[src/rtl/pc_module_pkg.sv]
// -----------------------------------------------------------------------------
// pc_module_pkg
// Shared core package: architectural width and the default reset vector used
// as parameter defaults by the program-counter register and other core blocks.
// -----------------------------------------------------------------------------
package pc_module_pkg;

  // Architectural register width of the core.
  localparam int CORE_XLEN = 32;

  // Address the core starts fetching from after reset.
  localparam logic [CORE_XLEN-1:0] CORE_RESET_VECTOR = 32'h0000_0000;

  // Width of the low-order address bits that must be zero for word-aligned fetch.
  localparam int ALIGN_BITS = 2;

endpackage : pc_module_pkg

[src/rtl/pc_module.sv]
// -----------------------------------------------------------------------------
// pc_module
// Program-counter register. On every rising clock edge it loads either the
// reset vector (rst=1) or the value offered by the next-PC logic (rst=0).
// There is no enable or stall, and loads are bit-exact. The only exception is
// FORCE_ALIGN=1, where the two low bits are forced to zero.
//
// Parameters
//   XLEN         register width (default from core package)
//   RESET_VECTOR value loaded while rst is high
//   FORCE_ALIGN  1 = store PC with bits [1:0] cleared
//
// Ports
//   clk      in   1     clock, rising-edge active
//   rst      in   1     synchronous active-high reset
//   PC_Next  in   XLEN  next program-counter value
//   PC       out  XLEN  current program counter (straight from the register)
// -----------------------------------------------------------------------------
module pc_module
  import pc_module_pkg::*;
#(
  parameter int              XLEN         = CORE_XLEN,
  parameter logic [XLEN-1:0] RESET_VECTOR = XLEN'(CORE_RESET_VECTOR),
  parameter bit              FORCE_ALIGN  = 1'b0
) (
  input  logic            clk,
  input  logic            rst,
  input  logic [XLEN-1:0] PC_Next,
  output logic [XLEN-1:0] PC
);

  // The mask is all ones when alignment is off, so the load stays bit-exact.
  localparam logic [XLEN-1:0] ALIGN_MASK =
    FORCE_ALIGN ? ~XLEN'((1 << ALIGN_BITS) - 1) : {XLEN{1'b1}};

  logic [XLEN-1:0] pc_q;

  // Reset takes priority over PC_Next. This ensures that X/Z on PC_Next
  // during reset can never reach the register.
  always_ff @(posedge clk) begin
    if (rst) begin
      pc_q <= RESET_VECTOR & ALIGN_MASK;
    end else begin
      pc_q <= PC_Next & ALIGN_MASK;
    end
  end

  assign PC = pc_q;

endmodule : pc_module

[config.mk]
export PLATFORM = sky130hd
export DESIGN_NAME = pc_module
export DESIGN_NICKNAME = d
export VERILOG_FILES = /design/src/rtl/pc_module_pkg.sv /design/src/rtl/pc_module.sv
export SDC_FILE = /design/constraint.sdc
export NUM_CORES = 1
export LEC_CHECK = 0
export CAP_MARGIN = 20
export CORE_UTILIZATION = 36
export CTS_BUF_LIST = sky130_fd_sc_hd__clkbuf_4
export CTS_CLUSTER_DIAMETER = 100
export DETAILED_ROUTE_END_ITERATION = 6
export HOLD_SLACK_MARGIN = 0.05
export PLACE_DENSITY_LB_ADDON = 0.05
export SLEW_MARGIN = 20
export SYNTH_ARGS = -nofsm -noshare
export SYNTH_HDL_FRONTEND = slang
export SYNTH_SLANG_ARGS = --single-unit
[constraint.sdc]
create_clock -name clk -period 1.1 [get_ports clk]
set_clock_uncertainty 0.2 [all_clocks]
set_input_delay 0.22 -clock clk [delete_from_list [all_inputs] [get_ports clk]]
set_output_delay 0.22 -clock clk [all_outputs]
set_load 0.005 [all_outputs]
==> results of run 1 <==
## final cells by class
type	instances	area [µm²]
fill	179	739
timing repair buffer	66	529
clock inverter	2	35.0
tap	28	35.0
clock buffer	6	45.0
sequential	32	649
multi-input combinational	32	200
## Yosys cell counts (all sizes together)
cell type	instances
buf	3
dfxtp	32
nor2b	32
## routing by layer
layer / vias up / track usage, % / routed length (µm)
met5: - / 0 / 0
met4: 0 / 9.72 / 44
met3: 6 / 10.4 / 257
met2: 41 / 27.2 / 910
met1: 289 / 12.3 / 594
li1: 338 / - / -
## timing repair
item / in CTS / in global routing
setup endpoints to repair: 32 / 32
endpoints found under the hold margin: 0 / 0
gates cloned: 0 / 0
gates resized for setup: 129 / 5
## report_power, final
part           internal [µW]  total (µW)  leakage (µW)  switching (µW)
clock network            501         866     0.0000456             365
logic                    182         255      0.000365            72.4
registers               1220        1240      0.000269            14.6
## logic make-up (layout without fill, tap and decap cells)
logic type | after synthesis | count (layout) | synth area share, %
buf+inv | 3 | 74 | 2.61
simple gates | 32 | 32 | 23.2
flops | 32 | 32 | 74.2
## metrics by stage
step                instances  setup TNS [ps]  hold WS [ps]  total power (µW)  cell area [µm²]
finish                    166           -2030           236              2360             1490
global route              166           -3420           214              2460             1490
CTS                       166           -2790           217              2390             1470
detailed placement        158           -9560           581              1570             1550
global placement          158           -9180           579              1560             1550
floorplan                  67               0          91.6              1330              863
## how the worst max path moves through the flow
stage | start | endpoint | slack (ps) | cells past startpoint
final | PC[21] | PC[21] | -80 | 1
after global routing | PC[21] | PC[21] | -130 | 1
after CTS | PC[9] | PC[9] | -110 | 1
after detailed placement | rst | PC[17] | -220 | 3
after global placement | rst | PC[6] | -200 | 3
after floorplan | PC[0] | PC[0] | 380 | 0
==> run_results.csv, run 1 <==
group,metric,value,unit
setup_path,cp_num_buf_inv,1,
synth,yosysTopAreaCell,"dfxtp_1",
synth,synthesis.area,863,µm²
setup_path,crit_path_start_kind,"register",
synth,synth.area.top_cells,"dfxtp_1 (74%), nor2b_1 (23%), buf_4 (2.6%)",
setup_path,required,680,ps
cells_and_area,num_antenna_cells,0,
synth,syn-num-nets,101,
synth,seq_area_frac_synth,74.2,%
power_and_ir_drop,leakage,0.000679,µW
cells_and_area,fin_nets,171,
grt,grt_usage,15.5,%
power_and_ir_drop,peakVddDrop,0.000984,V
sta,hold_viol,0,
synth,synth.distinct_cells,3,
die,core,2230,µm²
routing,vias_per_cell,4.06,
sta,fin_crit,1180,ps
cells_and_area,final_cell_mix,"clkdlybuf4s50_1 (33), nor2b_1 (32), buf_2 (29)",
die,dieHeight,51.0,µm
cells_and_area,area_growth_syn_to_layout,73.0,%
sta,finalMaxSlewViolations,0,
clock_network,cts.path.max_buffers,2,
clock_network,clockRootBuffer,"clkbuf_4",
grt,overflow,0,
placement,pre_cts_ws,-216,ps
cells_and_area,drive_above_1_share,34.8,%
clock_network,numCtsBuffers,5,
clock_network,htreeDepth,2,
cells_and_area,layout_commonest_cell,"clkdlybuf4s50_1",
outcome,outcome,"complete, but fails checks",
cells_and_area,largest_reg_flops,32,
power_and_ir_drop,powerDensity,1580,nW/µm²
clock_network,cts_setup_buffers,0,
placement,port-buffer-count,65,
grt,grt_pass1_wl,2.71,mm
routing,wl_per_cell,10.9,µm
grt,grt_pass1_vias,633,
routing,ant_nets,0,
cells_and_area,utilization,66.9,%
synth,yosysWarnings,0,
job,max-cap-violations,0,
clock_network,tritoncts,"yes",
worst_hold_path,worstHoldStart,"PC_Next[6]",
sta,maxSlewHeadroom,91.2,%
setup_path,worstPathMaxFanout,1,
setup_path,cp_top_family,"flip-flops",
worst_hold_path,hold_class,"in -> reg",
sta,setup_violations,32,
sta,tightest_slew,131,ps
synth,avgSynthCellArea,12.9,µm²
routing,drc,0,
die,die_w,51.0,µm
sta,worst_slack,-81.5,ps
sta,clock.fmax,846,MHz
worst_hold_path,holdPathStages,2,
die,start_util,38.7,%
sta,period_share,107,%
grt,grt_antenna_before_repair,0,
routing,dr.pass1.iters,2,
setup_path,slowest_stage,"dfxtp_2",
sta,rsz0062_at_grt,"yes",
routing,finalWirelength,1.81,mm
setup_path,end_kind,"output port",
routing,vias,674,
die,rows,17,
synth,yosysTopAreaCellShare,74.2,%
placement,gp_congestion,0.600,
clock_network,clkTransAtPathRegs,90,ps
die,die_area,2600,µm²
worst_hold_path,holdPathEnd,"PC[6]",
die,pin_count,66,
setup_path,arrival,760,ps
setup_path,path_class,"reg -> out",
setup_path,max_stage_delay,320,ps
clock_network,clock_sinks,32,
outcome,failed_checks,"setup timing",
clock_network,cts_hold_buf,0,
grt,grt_max_degree,33,
routing,first_iter_violations,4,
setup_path,crit_chain,"buf_2",
synth,synth_seq_cells,32,
synth,syn_inst,67,
Note: power is estimated with default switching activity, not from simulation.
==> run 2, diff against run 1 <==
--- a/config.mk
+++ b/config.mk
@@ -7,10 +7,10 @@
 export LEC_CHECK = 0
 export CAP_MARGIN = 20
-export CORE_UTILIZATION = 36
+export CORE_UTILIZATION = 34
 export CTS_BUF_LIST = sky130_fd_sc_hd__clkbuf_4
 export CTS_CLUSTER_DIAMETER = 100
 export DETAILED_ROUTE_END_ITERATION = 6
 export HOLD_SLACK_MARGIN = 0.05
-export PLACE_DENSITY_LB_ADDON = 0.05
+export PLACE_DENSITY_LB_ADDON = 0.25
 export SLEW_MARGIN = 20
 export SYNTH_ARGS = -nofsm -noshare
==> constraint.sdc (replaced) <==
create_clock -name clk -period 1.3 [get_ports clk]
set_clock_uncertainty 0.2 [all_clocks]
set_input_delay 0.26 -clock clk [delete_from_list [all_inputs] [get_ports clk]]
set_output_delay 0.26 -clock clk [all_outputs]
set_load 0.01 [all_outputs]
==> run 2 against run 1 <==
Effect of this change:
- clock power decreased by 17%
- sequential share of layout area rose by 0.61 points
- die area increased by 5.6%
- highest routed layer unchanged
- the run now ends clean
- final area is 1.8% lower
- flip-flop and latch count unchanged
- core utilization fell by 3.0 points
- non-clock buffer count rose by 1
- combinational power down 12%
- total power fell by 16%
==> run_results.csv, run 2 (synthesized netlist as in run 1, its figures left out) <==
group,metric,value,unit
clock_network,cts_setup_buffers,0,
die,core,2300,µm²
die,dieHeight,52.4,µm
sta,clock.fmax,805,MHz
cells_and_area,fin_area,1470,µm²
clock_network,clock_sinks,32,
routing,vias,665,
setup_path,cp_top_family,"flip-flops",
clock_network,numCtsBuffers,5,
setup_path,crit_chain,"buf_2",
power_and_ir_drop,powerDensity,1360,nW/µm²
cells_and_area,drive_above_1_share,33.8,%
sta,period_share,95.6,%
power_and_ir_drop,p_sw,408,µW
cells_and_area,largest_reg_flops,32,
worst_hold_path,hold_class,"in -> reg",
placement,dpl_cell_area,1540,µm²
setup_path,cp_num_buf_inv,1,
clock_network,clkTransAtPathRegs,100,ps
placement,gp_congestion,0.612,
setup_path,max_stage_delay,330,ps
clock_network,cts-resized-gates,132,
setup_path,arrival,780,ps
die,pin_count,66,
sta,maxSlewHeadroom,90.1,%
routing,first_iter_violations,2,
routing,ant_nets,0,
setup_path,slowest_stage,"dfxtp_2",
power_and_ir_drop,p_clk_share,36.2,%
clock_network,cts.path.max_buffers,2,
sta,finalMaxSlewViolations,0,
cells_and_area,area_growth_syn_to_layout,70.0,%
cells_and_area,fin_nets,172,
setup_path,crit_path_start_kind,"register",
cells_and_area,num_antenna_cells,0,
sta,setup_violations,0,
die,die_w,52.4,µm
clock_network,tritoncts,"yes",
power_and_ir_drop,combPwrFrac,11.3,%
power_and_ir_drop,peakVddDrop,0.000918,V
cells_and_area,layout_commonest_cell,"clkdlybuf4s50_1",
sta,rsz0062_at_grt,"no",
power_and_ir_drop,swShare,20.5,%
setup_path,end_kind,"output port",
routing,drc,0,
grt,grt_usage,14.5,%
clock_network,htreeDepth,2,
grt,grt_antenna_before_repair,0,
sta,tightest_slew,149,ps
grt,grt_pass1_vias,638,
grt,grt_pass1_wl,2.60,mm
die,die_area,2740,µm²
setup_path,path_class,"reg -> out",
routing,dr.pass1.iters,2,
die,rows,17,
clock_network,cts_hold_buf,0,
outcome,outcome,"finished, final reports clean",
power_and_ir_drop,p_int,1580,µW
setup_path,worstSetupEndpoint,"PC[25]",
setup_path,startpoint,"PC[25]",
setup_path,path_depth,1,
setup_path,required,840,ps
sta,hold_viol,0,
placement,port-buffer-count,65,
routing,vias_per_cell,3.98,
setup_path,worstPathMaxFanout,1,
cells_and_area,final_cell_mix,"clkdlybuf4s50_1 (33), nor2b_1 (32), buf_2 (32)",
power_and_ir_drop,leakage,0.000670,µW
grt,grt_max_degree,17,
sta,fin_crit,1240,ps
power_and_ir_drop,power_frac_seq,52.5,%
die,start_util,37.6,%
routing,finalWirelength,1.70,mm
sta,tns,0,ps
job,max-cap-violations,0,
routing,wl_per_cell,10.1,µm
grt,overflow,0,
clock_network,clockRootBuffer,"clkbuf_4",
-- run 2: cell count changes in the layout (fill, tap and decap cells not counted), sizes merged --
cell      change
clkbuf        -1
clkinvlp      +1
buf           +1
-- run 2: power groups by stage --
stage,logic [µW],clock network (µW),registers [µW]
final,225,720,1040
after detailed placement,278,0,1070
after global placement,275,0,1070
after global routing,245,790,1050
after floorplan,47.1,0,1100
after CTS,230,752,1040
-- run 2: how the worst min path moves through the flow --
stage	cells after the start	from	slack [ps]	end
after detailed placement	2	PC_Next[11]	620	PC[11]
after CTS	2	PC_Next[3]	250	PC[3]
after global routing	2	PC_Next[5]	250	PC[5]
after global placement	2	PC_Next[2]	620	PC[2]
final	2	PC_Next[3]	270	PC[3]
after floorplan	1	rst	130	PC[29]
-- run 2: per-layer routing --
| metal | up-vias | wire (µm) | track usage (%) |
|---|---|---|---|
| met2 | 43 | 792 | 25.5 |
| li1 | 342 | - | - |
| met5 | - | 0 | 0 |
| met4 | 0 | 43 | 9.21 |
| met3 | 7 | 271 | 11.3 |
| met1 | 273 | 587 | 10.5 |
-- run 2: through the flow --
step | hold WS [ps] | utilization [%] | power [µW] | worst slack, ps | std cells
finish | 266 | 63.9 | 1990 | 57.1 | 167
global route | 248 | 63.9 | 2080 | 2.64 | 167
CTS | 249 | 63.8 | 2030 | 31.9 | 167
detailed placement | 622 | 67.1 | 1350 | -35.4 | 159
global placement | 620 | 67.1 | 1340 | -23.9 | 159
floorplan | 132 | - | 1140 | 509 | 67
-- run 2: cell type report --
cell class	instances	area, µm²
multi-input combinational	32	200
tap	28	35.0
sequential	32	647
timing repair buffer	67	505
clock buffer	5	37.5
clock inverter	3	42.5
fill	203	830
==> run 3, diff against run 2 <==
--- a/config.mk
+++ b/config.mk
@@ -13,5 +13,4 @@
 export HOLD_SLACK_MARGIN = 0.05
 export PLACE_DENSITY_LB_ADDON = 0.25
-export SLEW_MARGIN = 20
 export SYNTH_ARGS = -nofsm -noshare
 export SYNTH_HDL_FRONTEND = slang
==> constraint.sdc (replaced) <==
create_clock -name clk -period 1.3 [get_ports clk]
set_clock_uncertainty 0.2 [all_clocks]
set_input_delay 0.26 -clock clk [delete_from_list [all_inputs] [get_ports clk]]
set_output_delay 0.26 -clock clk [all_outputs]
set_load 0.05 [all_outputs]
==> run 3 against run 2 <==
Effect of this change:
- first-iteration DRC count shrank 100%
- total power is 9.6% higher
- via count rose by 0.60%
- combinational power rose by 140%
- non-clock buffer count shrank 1
- die area is the same
- critical path depth unchanged
- wire length up 15%
- maximum frequency is 2.6% lower
- critical path type unchanged
- flip-flop and latch count unchanged
==> run_results.csv, run 3 (synthesized netlist as in run 1, its figures left out) <==
group,metric,value,unit
clock_network,cts_hold_buf,0,
setup_path,crit_chain,"buf_12",
placement,dp_hpwl,1.44,mm
grt,grt_pass1_vias,680,
sta,rsz0062_at_grt,"yes",
cells_and_area,multi_input_area,200,µm²
cells_and_area,register_area,681,µm²
setup_path,required,840,ps
job,max-cap-violations,0,
clock_network,htreeDepth,2,
grt,grt_pass1_wl,2.96,mm
routing,vias,669,
clock_network,clkTransAtPathRegs,90,ps
worst_hold_path,hold_class,"in -> reg",
outcome,outcome,"finished, final reports clean",
setup_path,max_stage_delay,360,ps
cells_and_area,drive_above_1_share,52.2,%
setup_path,cp_top_family,"flip-flops",
routing,first_iter_violations,0,
routing,ant_nets,0,
setup_path,path_depth,1,
power_and_ir_drop,finalPower,2180,µW
setup_path,cp_num_buf_inv,1,
routing,wl_per_cell,11.7,µm
cells_and_area,final_cell_mix,"clkdlybuf4s50_1 (33), buf_12 (33), dfxtp_2 (32), nor2b_1 (32), clkbuf_4 (7)",
die,pin_count,66,
die,start_util,37.6,%
clock_network,numCtsBuffers,5,
sta,setup_violations,0,
routing,finalWirelength,1.94,mm
sta,fin_crit,1280,ps
power_and_ir_drop,peakVddDrop,0.000959,V
grt,grt_antenna_before_repair,0,
sta,hold_viol,0,
grt,use_met3,8.99,%
power_and_ir_drop,powerDensity,1110,nW/µm²
die,die_w,52.4,µm
die,die_area,2740,µm²
setup_path,end_kind,"output port",
grt,grt_max_degree,33,
cells_and_area,area_growth_syn_to_layout,127,%
sta,maxSlewHeadroom,91.7,%
grt,grt_usage,16.0,%
grt,overflow,0,
clock_network,cts.path.max_buffers,2,
setup_path,arrival,820,ps
placement,dpl_cell_area,1870,µm²
grt,top_usage_layer,"met2",
clock_network,clockRootBuffer,"clkbuf_4",
die,dieHeight,52.4,µm
clock_network,tritoncts,"yes",
sta,finalMaxSlewViolations,0,
worst_hold_path,holdPathStages,2,
setup_path,worstPathMaxFanout,1,
setup_path,slowest_stage,"dfxtp_2",
power_and_ir_drop,leakage,0.000798,µW
routing,dr.pass1.iters,1,
cells_and_area,num_antenna_cells,0,
setup_path,crit_path_start_kind,"register",
placement,port-buffer-count,65,
routing,drc,0,
grt,use_met2,29.7,%
sta,tightest_slew,125,ps
setup_path,path_class,"reg -> out",
cells_and_area,nFillCells,109,
sta,clock.fmax,783,MHz
cells_and_area,largest_reg_flops,32,
routing,vias_per_cell,4.03,
clock_network,clock_sinks,32,
die,rows,17,
cells_and_area,fin_nets,171,
sta,period_share,98.2,%
die,core,2300,µm²
grt,gr-usage-met1,13.8,%
cells_and_area,fin_area,1960,µm²
placement,gp_congestion,0.620,
[run 3: cell types whose count changed in the layout (fill, tap and decap cells not counted), moves of 2 or more]
cell / delta
buf_12: +33
buf_2: -32
buf_4: -2
clkbuf_4: +2
dfxtp_1: -27
dfxtp_2: +27
[run 3: worst paths after layout]
check | end | slack, ps | start
setup / recovery | PC[28] | 20 | PC[28]
hold / removal | PC[27] | 270 | PC_Next[27]
[run 3: power by group]
part / total (µW) / switching (µW) / leakage (µW) / internal [µW]
registers: 1090 / 42.9 / 0.000275 / 1040
logic: 550 / 240 / 0.000489 / 310
clock network: 544 / 294 / 0.0000338 / 249
[run 3: through the flow]
stage | setup TNS, ps | utilization (%) | instances | hold slack, ps | worst slack, ps
floorplan | 0 | - | 67 | 132 | 253
global placement | -714 | 81.3 | 158 | 507 | -26.9
detailed placement | -1250 | 81.3 | 158 | 507 | -47.2
CTS | -0.420 | 84.9 | 166 | 255 | -0.420
global route | -192 | 85.5 | 166 | 259 | -23.7
finish | 0 | 85.5 | 166 | 273 | 23.5
[run 3: layer usage]
layer / vias up / share of wire, %
li1: 339 / -
met1: 284 / 33
met2: 43 / 54
met3: 3 / 12
met4: 0 / 1.4
met5: - / 0
[run 3: timing repair]
item | in CTS | in global routing
endpoints found under the setup margin | 22 | 26
endpoints found under the hold margin | 0 | 0
gates resized for setup | 22 | 10
buffers inserted | 0 | 0
[run 3: layout make-up]
type / instances / area share [%]
repair buffers: 66 / 50.5
flip-flops and latches: 32 / 34.7
multi-input cells: 32 / 10.2
clock buffers: 7 / 2.68
well taps: 28 / 1.78
clock inverters: 1 / 0.191
